<file path="config.mk">
export PLATFORM = sky130hd
export DESIGN_NAME = fetch_queue
export DESIGN_NICKNAME = d
export VERILOG_FILES = /design/src/rtl/fetch_pkg.sv /design/src/rtl/fetch_fifo.sv /design/src/rtl/fetch_queue.sv
export SDC_FILE = /design/constraint.sdc
export NUM_CORES = 1
export LEC_CHECK = 0
export ABC_AREA = 0
export BUFFER_PORTS_ARGS = -buffer_cell sky130_fd_sc_hd__buf_2
export CORE_AREA = 8 8 103 105
export DETAILED_ROUTE_END_ITERATION = 8
export DIE_AREA = 0 0 111 113
export GPL_TIMING_DRIVEN = 0
export HOLD_SLACK_MARGIN = 0.06
export PLACE_DENSITY_LB_ADDON = 0.3
export SLEW_MARGIN = 15
export SYNTH_ARGS = -nofsm -noshare
export SYNTH_HDL_FRONTEND = slang
export SYNTH_SLANG_ARGS = --single-unit
</file>
<file path="constraint.sdc">
create_clock -name clk -period 3.12 [get_ports clk]
set_clock_uncertainty 0.1 [all_clocks]
set_input_delay 0.468 -clock clk [delete_from_list [all_inputs] [get_ports clk]]
set_output_delay 0.468 -clock clk [all_outputs]
set_load 0.02 [all_outputs]
</file>
<file path="src/rtl/fetch_pkg.sv">
`default_nettype none
// +-------------------------------------------------------------------+
// | fetch_pkg - shared widths, queue entry type and PC limit. Rev 1.0 |
// +-------------------------------------------------------------------+
package fetch_pkg;

  localparam int D_DEF     = 12;
  localparam int W_DEF     = 9;
  localparam int DEPTH_DEF = 4;

  localparam logic [D_DEF-1:0] PC_MAX = '1;

  typedef struct packed {
    logic [D_DEF-1:0] pc;
    logic [W_DEF-1:0] word;
  } fq_entry_t;

endpackage
`default_nettype wire

</file>
<file path="src/rtl/fetch_fifo.sv">
`default_nettype none
// +-------------------------------------------------------------------+
// | fetch_fifo - circular buffer of fetched {pc, word} entries. Rev 1.0 |
// +-------------------------------------------------------------------+
module fetch_fifo
  import fetch_pkg::*;
#(
  parameter int DEPTH = DEPTH_DEF
) (
  input  logic                     clk,
  input  logic                     reset,
  input  logic                     push,
  input  fq_entry_t                push_entry,
  input  logic                     pop,
  input  logic                     flush,
  output fq_entry_t                head_entry,
  output logic [$clog2(DEPTH):0]   count
);

  localparam int AW = $clog2(DEPTH);
  localparam int CW = AW + 1;

  fq_entry_t         mem_q [DEPTH];
  logic [AW-1:0]     head_q;
  logic [AW-1:0]     tail_q;
  logic [CW-1:0]     count_q;

  always_ff @(posedge clk or negedge reset) begin
    if (!reset) begin
      head_q  <= '0;
      tail_q  <= '0;
      count_q <= '0;
    end else if (flush) begin
      head_q  <= '0;
      tail_q  <= '0;
      count_q <= '0;
    end else begin
      if (push) tail_q <= tail_q + 1'b1;
      if (pop)  head_q <= head_q + 1'b1;
      count_q <= count_q + CW'(push) - CW'(pop);
    end
  end

  // Storage needs no reset: the head is masked to zero while empty.
  always_ff @(posedge clk) begin
    if (push && !flush) mem_q[tail_q] <= push_entry;
  end

  assign head_entry = (count_q != '0) ? mem_q[head_q] : '0;
  assign count      = count_q;

endmodule
`default_nettype wire

</file>
<file path="src/rtl/fetch_queue.sv">
`default_nettype none
// +-------------------------------------------------------------------+
// | fetch_queue - ROM fetch, word queue and redirect handling. Rev 1.0 |
// +-------------------------------------------------------------------+
module fetch_queue
  import fetch_pkg::*;
#(
  parameter int D     = D_DEF,
  parameter int W     = W_DEF,
  parameter int DEPTH = DEPTH_DEF
) (
  input  logic         clk,
  input  logic         reset,
  output logic         rom_en,
  output logic [D-1:0] rom_addr,
  input  logic [W-1:0] rom_data,
  output logic         instr_valid,
  output logic [W-1:0] instr,
  output logic [D-1:0] instr_pc,
  input  logic         instr_ready,
  input  logic         redirect,
  input  logic [D-1:0] redirect_target,
  output logic         fetch_done
);

  localparam int CW = $clog2(DEPTH) + 1;

  logic [D-1:0]  fpc_q, fpc_d;
  logic [D-1:0]  inflight_pc_q, inflight_pc_d;
  logic          inflight_q, inflight_d;
  logic          done_q, done_d;

  logic [CW-1:0] count;
  logic [CW:0]   occupancy;
  logic          pop;
  logic          push;
  fq_entry_t     push_entry;
  fq_entry_t     head_entry;

  assign instr_valid = (count != '0);
  assign pop         = instr_valid & instr_ready;
  assign push        = inflight_q & ~redirect;
  assign push_entry  = '{pc: inflight_pc_q, word: rom_data};

  // A pop this cycle frees a slot, so fetch can resume the cycle ready returns.
  assign occupancy = {1'b0, count} + (CW+1)'(inflight_q) - (CW+1)'(pop);
  assign rom_en    = reset & ~redirect & ~done_q & (occupancy < (CW+1)'(DEPTH));
  assign rom_addr  = fpc_q;

  assign instr      = head_entry.word;
  assign instr_pc   = head_entry.pc;
  assign fetch_done = done_q;

  always_comb begin
    fpc_d         = fpc_q;
    inflight_pc_d = inflight_pc_q;
    inflight_d    = 1'b0;
    done_d        = done_q;
    if (redirect) begin
      fpc_d  = redirect_target;
      done_d = 1'b0;
    end else if (rom_en) begin
      inflight_d    = 1'b1;
      inflight_pc_d = fpc_q;
      if (fpc_q == PC_MAX) done_d = 1'b1;
      else                 fpc_d  = fpc_q + 1'b1;
    end
  end

  always_ff @(posedge clk or negedge reset) begin
    if (!reset) begin
      fpc_q         <= '0;
      inflight_pc_q <= '0;
      inflight_q    <= 1'b0;
      done_q        <= 1'b0;
    end else begin
      fpc_q         <= fpc_d;
      inflight_pc_q <= inflight_pc_d;
      inflight_q    <= inflight_d;
      done_q        <= done_d;
    end
  end

  fetch_fifo #(
    .DEPTH (DEPTH)
  ) u_fifo (
    .clk        (clk),
    .reset      (reset),
    .push       (push),
    .push_entry (push_entry),
    .pop        (pop),
    .flush      (redirect),
    .head_entry (head_entry),
    .count      (count)
  );

endmodule
`default_nettype wire

</file>
* Word-level counts from Yosys, hierarchy flattened *
Memories as Yosys holds them, arrays and structs flattened.
Cells that the tools add are included.

operators by class
  add/sub/neg operators = 7
  $lt $le $gt $ge = 1
  eq/ne operators = 2
  multiplexer cells = 16
  bitwise operators = 7
  reduce and logical (&&, ||, !) cells = 10

operator list
  kind                                                                  number
  12-bit 2-to-1 mux                                                     3
  21-bit 2-to-1 mux                                                     1
  12-bit by 1-bit adder with 12-bit output, second input constant       1
  12-bit == test, second input constant                                 1
  2-bit 2-to-1 mux                                                      4
  2-bit nonzero test                                                    4
  1-bit 2-to-1 mux                                                      7
  2-bit AND reduction                                                   3
  1-bit bitwise AND                                                     5
  2-bit by 1-bit adder with 2-bit output, second input constant         2
  3-bit by 1-bit adder with 4-bit output                                1
  4-bit by 3-bit < comparator with 1-bit output, second input constant  1
  4-bit by 1-bit subtractor with 4-bit output                           1
  3-bit by 1-bit adder with 3-bit output                                1
  3-bit 2-to-1 mux                                                      1
  3-bit nonzero test                                                    1
  3-bit by 1-bit subtractor with 3-bit output                           1
  2-bit != test, second input constant                                  1
  1-bit inverter                                                        2
  1-bit logical AND                                                     1
  1-bit zero test                                                       1

storage, ports and cells
  flip-flop bits (word level) = 33
  memory bits (writable) = 84
  input bits = 25
  output and inout port bits = 36
  word-level logic and storage cells = 51
  memories kept = 1

memories
  name          depth  bits a word  rd ports  clocked after memory_dff  wr ports  RTL line          RTL
  u_fifo.mem_q  4      21           1         0                         1         fetch_fifo.sv:23  fq_entry_t mem_q [DEPTH];

* Longest topological paths before layout *
Gate-level depths: netlist (run 1).

  depth after elaboration = 7
  gate-level depth with buffers = 13
  mapped depth without buffers = 11

* Modules after synthesis *
From an unflattened synthesis (run 1), not the netlist that was laid out.

second synthesis, totals
  cells, all modules = 333
  area total of the unflattened synthesis = 5049.8 um^2

modules (own cells, without submodules)
  module       instances  cells each  area each (um^2)  sequential area each (um^2)
  fetch_fifo   1          171         3634.7            2697.6
  fetch_queue  1          162         1415.1            650.6

* Worst setup path after synthesis (run 1) *
Ideal clock, no wire load.

  path type = reg-to-output
  from = register u_fifo.count_q[0] (netlist: u_fifo.count[0])
  to = output rom_en
  arrival time = 2438 ps
  path slack = 114 ps
  stages on the path, launching flop included = 12
  buffers on the path = 2
  path through = dfrtp_1 -> or3_1 -> and2_1 -> ha_1 -> inv_1 -> ha_1 -> o21ai_0 -> a2111oi_2 -> a31oi_1 -> inv_1 -> buf_2 -> buf_2

between the ends
  word-level cells in the longest chain between the ends = 5
  elaborated cells on any way between the ends = 6

ends and longest elaborated chain
  element                                                                                         RTL line           RTL
  start: declaration                                                                              fetch_fifo.sv:26   logic [CW-1:0] count_q;
  start signal: assignment                                                                        fetch_fifo.sv:40   count_q <= count_q + CW'(push) - CW'(pop);
  parallel branches: the longest is 2 deep, another holds 3-bit by 1-bit adder with 4-bit output  n/a
  4-bit by 1-bit subtractor with 4-bit output (*)                                                 fetch_queue.sv:46  assign occupancy = {1'b0, count} + (CW+1)'(inflight_q) - (CW+1)'(pop);
  4-bit by 3-bit < comparator with 1-bit output (*)                                               fetch_queue.sv:47  assign rom_en = reset & ~redirect & ~done_q & (occupancy < (CW+1)'(DEPTH));
  1-bit bitwise AND (*)                                                                           fetch_queue.sv:47
  end: declaration                                                                                fetch_queue.sv:14  output logic rom_en,

Mark *: on every way between the ends.

* Worst setup path after layout (run 1) *
Same ends and word-level chain as after synthesis.

==> results of run 1 <==
==> flip-flops by register name, indices dropped and copies added, names as in the netlist <==
name	flops
fetch_done	1
inflight_q	1
u_fifo.head_q	2
u_fifo.count	3
rom_addr	12
u_fifo.tail_q	2
u_fifo.mem_q	84
inflight_pc_q	12
==> worst max-delay path by stage <==
stage / slack, ns / start / depth (start not counted) / end
after floorplan: 0.11 / u_fifo.count[0]$_DFF_PN0_ / 11 / rom_en
after global placement: -0.38 / u_fifo.count[1]$_DFF_PN0_ / 12 / rom_en
after detailed placement: -0.41 / u_fifo.count[1]$_DFF_PN0_ / 12 / rom_en
after CTS: -0.21 / u_fifo.count[1]$_DFF_PN0_ / 12 / rom_en
after global routing: -0.14 / u_fifo.count[0]$_DFF_PN0_ / 11 / rom_en
final: -0.05 / u_fifo.count[0]$_DFF_PN0_ / 10 / rom_en
==> routing by layer <==
layer,global-route usage [%],share of wire [%],routed length [um]
met1,19.9,42,4370
met2,29.7,52,5400
met3,5.13,5.5,575
met4,6.85,1.0,108
met5,0,0,0
==> power groups by stage <==
| stage | clock [uW] | sequential (uW) | combinational, uW |
|---|---|---|---|
| 6_report | 1890 | 2110 | 1560 |
| 4_1_cts | 1920 | 2100 | 1500 |
| 3_5_place_dp | 0 | 2130 | 1340 |
| 5_1_grt | 1980 | 2130 | 1720 |
| 3_3_place_gp | 0 | 2110 | 1310 |
| 2_1_floorplan | 0 | 2100 | 946 |
==> cell type report <==
class,count,area (um^2)
clock inverter,10,131
timing repair buffer,87,551
tap,111,139
buffer,13,65.1
clock buffer,22,453
sequential,117,3350
multi-input combinational,189,1580
fill,585,2670
inverter,12,47.5
==> metrics by stage <==
step	instance area [um^2]	power, uW
finish	6310	5560
global route	6310	5830
CTS	6250	5520
detailed placement	5400	3470
global placement	5400	3420
floorplan	4960	3040
==> cell usage after synthesis, drive strengths merged (2+ instances only) <==
library cell  count
nand2            42
nor2b             5
o21ai             9
a221o             2
and3              5
nor3              3
a311oi            2
ha               10
nand3             5
o31ai             2
o21a              2
or3b              3
or3               3
nand4             5
and2             30
mux4             21
dfrtp            33
clkbuf            8
inv              12
buf               7
nor2             15
a21oi             2
a31oi             5
edfxtp           84
xor2              2
xnor2             3
==> cells by family (layout without fill, tap and decap cells) <==
kind of cell	count (synthesis)	after routing	share of synthesized area [%]
simple gates	121	121	12.5
mux	22	22	9.74
flops	117	117	67.5
xor+xnor	5	5	0.883
buf+inv	27	144	2.19
compound gates	30	30	4.29
fa+ha+maj	11	11	2.93
==> what timing repair did <==
| action | CTS | global route |
|---|---|---|
| gates resized for setup | 15 | 16 |
| endpoints found under the setup margin | 16 | 25 |
| setup buffers | 12 | 4 |
| endpoints found under the hold margin | 58 | 0 |
| pin swaps | 7 | 7 |
| hold buffers | 11 | 0 |
==> results.ini, run 1 <==
[finish]
syn2layout_area_growth_pct = 27.2
final_common_cell = edfxtp_1
fin_cells = 561
finalNetCount = 473
mostFrequentLayoutCells = edfxtp_1 (84), buf_2 (59), nand2_1 (42)
post-route-util_pct = 70.3
drive_gt1_share_pct = 32.4
diodes = 0

[floorplanning]
ios = 61
die_width_um = 111
die_y_um = 113
dieArea_mm2 = 0.0125
rows = 35
fp.coreArea_mm2 = 0.00898
start_util_pct = 55.2

[drt]
drt_iter0_drc = 110
first_pass_iters = 4
wl_per_cell_um = 18.6
vias_per_cell = 5.61
vias = 3148
routed_wirelength_um = 10500
drtAntennaViolNets = 0
drcViolationCount = 0

[setup_path]
end_kind = output pin
crit_path_frequent_cell = ha_4
r2r-end = rom_addr[5]$_DFFE_PN0P_
r2r-start = u_fifo.count[0]$_DFF_PN0_
slowest_delay_ns = 0.39
critical_path_required_ns = 2.55
arrival_ns = 2.61
crit_family = simple AND/OR/NAND/NOR gates
critPathMaxFanout = 4
crit_type = reg -> out
path_buf_inv = 3
rrSetupSlack_ns = 0.08
startpoint_type = register
crit_chain = or3_4 -> and2_4 -> ha_4 -> inv_4 -> ha_4 -> nand3b_1 -> a2111oi_4 -> a31oi_2 -> inv_2 -> buf_6
rr_worst_depth = 14
critPathSlowestCell = or3_4

[outcome]
status = finished, violations left
violations = negative setup slack

[power_and_ir_drop]
p_int_uw = 3900
p_sw_share_pct = 29.9
p_switching_uw = 1660
powerDensity_mw_per_mm2 = 881
p_seq_share_pct = 37.9
combPwrFrac_pct = 28.1
peakVddDrop_mv = 0.441
power_frac_clock_pct = 34.0
p_leak_uw = 0.00249

[grt]
grt_pass1_wl_um = 17000
antenna_found_initial = 0
grt_usage_pct = 17.3
grt_pass1_vias = 3409
grt_max_degree = 34
grt_overflow_total = 0

[yosys]
synth_largest_area_cell = edfxtp_1
ys_top_cells_by_area = edfxtp_1 (51%), dfrtp_1 (17%), mux4_2 (9.5%)
postSynthAreaPerCell_um2 = 14.9
synth_top_area_share_pct = 50.9
syn_area_mm2 = 0.00496
synth_edf_count = 84
syn-num-nets = 369
postSynthCellCount = 333
ys_seq_area_share_pct = 67.5
synth_seq_cells = 117
yosys_warnings = 0
ys.flop_type = edfxtp_1
ys_types = 41
postSynth.asyncResetShare_pct = 28.2

[timing]
tightest_slew_ns = 1.12
period_share_pct = 102
setup_viol = 1
worst_slack_ns = -0.0550
worst_slew_margin_rel_pct = 25.4
hold_slack_ns = 0.0886
fmax_mhz = 315
final_hold_viol_count = 0
fin_setup_tns_ns = -0.0550
rsz0062_at_grt = yes
drv_slew = 0
period_minus_slack_ns = 3.17

[place]
io_buffers = 60
dpl.hpwl_um = 6420
dp.cells = 504
pre_cts_ws_ns = -0.407
place.gp.congestion = 0.910

[clocking]
cts.path.max_buffers = 2
ctsHtreeMaxLevel = 4
cts_sinks = 117
clkLatencyLatePin_ns = 0.51
cts-root-buf = clkbuf_8
cts_inserted_buffers = 17
clk_pin_slew_ns = 0.06
tritoncts = built

[hold_path]
hold_end = u_fifo.mem_q[2][2]$_DFFE_PP_
hold_depth = 1
hold_path.class = in -> reg
hold_path.startpoint = rom_data[2]

[job]
drv_cap = 0

(Power assumes the default switching activity.)
==> run 2, diff against run 1 <==
- CTS_CLUSTER_SIZE: unset -> 28
- PLACE_DENSITY: unset -> 0.77
- PLACE_DENSITY_LB_ADDON: 0.3 -> unset
==> run 2 against run 1 <==
Clock-buffer cell count down 3; sequential cell count unchanged; critical path type unchanged; the flow still finishes with violations (negative setup slack); sequential share of layout area up 0.35 points; largest cell class unchanged; core utilization down 0.43 points; cell area down 0.61%; register-to-register slack better by 0.19 ns; critical path depth unchanged; sequential power about the same; via count down 0.67%; routed wire length up 2.5%; setup slack worse by 0.019 ns; total power up 0.27%.
==> results.ini, run 2 (synthesized netlist as in run 1, its figures left out) <==
[grt]
grt_usage_pct = 17.7  ; +0.44 points
grt_overflow_total = 0  ; unchanged
antenna_found_initial = 0  ; unchanged
grt_max_degree = 34  ; unchanged
grt_pass1_wl_um = 17200  ; +1.2%
grt_pass1_vias = 3372  ; -1.1%

[clocking]
clkLatencyLatePin_ns = 0.52  ; about the same
cts_inserted_buffers = 17  ; unchanged
ctsHtreeMaxLevel = 4  ; unchanged
cts_sinks = 117  ; unchanged
cts-root-buf = clkbuf_8
tritoncts = built
clk_pin_slew_ns = 0.05  ; about the same
cts.path.max_buffers = 2  ; unchanged

[drt]
wl_per_cell_um = 19.2  ; +2.9%
routed_wirelength_um = 10700  ; +2.5%
drtAntennaViolNets = 0  ; unchanged
first_pass_iters = 5  ; +1
vias_per_cell = 5.59  ; -0.31%
drcViolationCount = 0  ; unchanged
drt_iter0_drc = 205  ; +86%
vias = 3127  ; -0.67%

[floorplanning]
ios = 61  ; unchanged
rows = 35  ; unchanged
die_width_um = 111  ; unchanged
fp.coreArea_mm2 = 0.00898  ; unchanged
dieArea_mm2 = 0.0125  ; unchanged
start_util_pct = 55.2  ; unchanged
die_y_um = 113  ; unchanged

[place]
place.gp.congestion = 0.903  ; -0.77%
dp.cells = 504  ; unchanged
dpl.hpwl_um = 6700  ; +4.4%
io_buffers = 60  ; unchanged

[power_and_ir_drop]
p_int_uw = 3900  ; about the same
p_switching_uw = 1680  ; +0.83%
peakVddDrop_mv = 0.424  ; -3.7%
p_seq_share_pct = 37.8  ; about the same
p_leak_uw = 0.00246  ; -1.2%
powerDensity_mw_per_mm2 = 889  ; +0.89%
power_frac_clock_pct = 34.7  ; +0.7 points
combPwrFrac_pct = 27.5  ; -0.6 points
p_sw_share_pct = 30.1  ; +0.17 points

[finish]
final_common_cell = edfxtp_1
fin_cells = 559  ; -0.36%
diodes = 0  ; unchanged
post-route-util_pct = 69.9  ; -0.43 points
drive_gt1_share_pct = 31.3  ; -1.2 points
mostFrequentLayoutCells = edfxtp_1 (84), buf_2 (61), nand2_1 (42)
syn2layout_area_growth_pct = 26.5
largest_reg_flops = 84  ; unchanged
regMostFlops = u_fifo.mem_q
nFillCells = 585  ; unchanged
finalNetCount = 471  ; -0.42%

[outcome]
status = finished, violations left
violations = negative setup slack

[job]
drv_cap = 0  ; unchanged

[timing]
period_minus_slack_ns = 3.19  ; +0.0194 ns
worst_slack_ns = -0.0744  ; -0.0194 ns
setup_viol = 1  ; unchanged
fmax_mhz = 313  ; -0.61%
final_hold_viol_count = 0  ; unchanged
fin_setup_tns_ns = -0.0744  ; -0.0194 ns
worst_slew_margin_rel_pct = 25.9  ; +0.43 points
rsz0062_at_grt = yes
hold_slack_ns = 0.0722  ; -0.0164 ns
period_share_pct = 102  ; +0.62 points
tightest_slew_ns = 1.11  ; -0.00648 ns
drv_slew = 0  ; unchanged

[setup_path]
end_kind = output pin
arrival_ns = 2.63  ; +0.02 ns
crit_type = reg -> out
critPathMaxFanout = 4  ; unchanged
critical_path_required_ns = 2.55  ; about the same
startpoint_type = register

[hold_path]
hold_path.class = in -> reg

-- run 2: changes by cell type in the layout (fill, tap and decap cells not counted), sizes merged --
cell	previous run	this run
buf	79	80
dlygate4sd3	10	8
clkbuf	33	29
bufinv	3	4
clkinv	6	8
-- run 2: routing by layer --
layer,track usage [%],vias to the layer above,share of wire [%]
met4,7.30,0,1.2
li1,-,1447,-
met2,29.9,116,52
met3,5.77,12,6.5
met5,0,-,0
met1,20.4,1552,41
-- run 2: path summary, 6_finish.rpt --
| kind | start | endpoint | slack, ns | cells past startpoint |
|---|---|---|---|---|
| worst max-delay path | u_fifo.count[2]$_DFF_PN0_ | rom_en | -0.07 | 10 |
| worst min-delay path | redirect_target[2] | rom_addr[2]$_DFFE_PN0P_ | 0.07 | 3 |
| worst max register to register | u_fifo.count[2]$_DFF_PN0_ | rom_addr[5]$_DFFE_PN0P_ | 0.27 | 12 |
| worst min register to register | rom_addr[8]$_DFFE_PN0P_ | inflight_pc_q[8]$_DFFE_PN0P_ | 0.43 | 2 |
| max in group asynchronous | reset | u_fifo.count[2]$_DFF_PN0_ | 2.34 | 3 |
| min in group asynchronous | reset | rom_addr[5]$_DFFE_PN0P_ | 0.39 | 3 |
-- run 2: final cells by class --
class | instances | area (um^2) | area share, %
multi-input cells | 189 | 1570 | 25.0
inverters | 12 | 47.5 | 0.758
repair buffers | 85 | 527 | 8.40
clock buffers | 19 | 422 | 6.72
clock inverters | 13 | 163 | 2.59
well taps | 111 | 139 | 2.21
plain buffers | 13 | 58.8 | 0.938
flip-flops and latches | 117 | 3350 | 53.4
-- run 2: power groups by stage --
stage | registers, uW | clock network (uW) | logic (uW)
2_1_floorplan | 2100 | 0 | 946
3_3_place_gp | 2110 | 0 | 1310
3_5_place_dp | 2130 | 0 | 1340
4_1_cts | 2110 | 1950 | 1500
5_1_grt | 2130 | 2030 | 1670
6_report | 2110 | 1940 | 1530
-- run 2: metrics by stage --
step / area [um^2] / worst slack [ns] / total power (uW)
after floorplan: 4960 / 0.114 / 3040
after global placement: 5400 / -0.386 / 3420
after detailed placement: 5400 / -0.397 / 3480
after CTS: 6220 / -0.246 / 5560
after global routing: 6270 / -0.211 / 5830
final: 6270 / -0.0744 / 5580
-- run 2: what timing repair did --
| item | CTS | global route |
|---|---|---|
| pin swaps | 4 | 5 |
| hold endpoints to repair | 51 | 4 |
| setup endpoints to repair | 6 | 19 |
| buffers inserted | 13 | 3 |
| gates cloned | 0 | 0 |
| hold buffers | 8 | 1 |
| resized for setup | 13 | 10 |
-- run 2: critical path: stages (launching register included) --
cell and delay [ns]:
dfrtp_2 0.40, or3_4 0.39, and2_4 0.18, ha_4 0.16
inv_4 0.05, ha_4 0.11, nand3b_1 0.13, a2111oi_4 0.37
a31oi_4 0.07, inv_2 0.12, buf_6 0.13
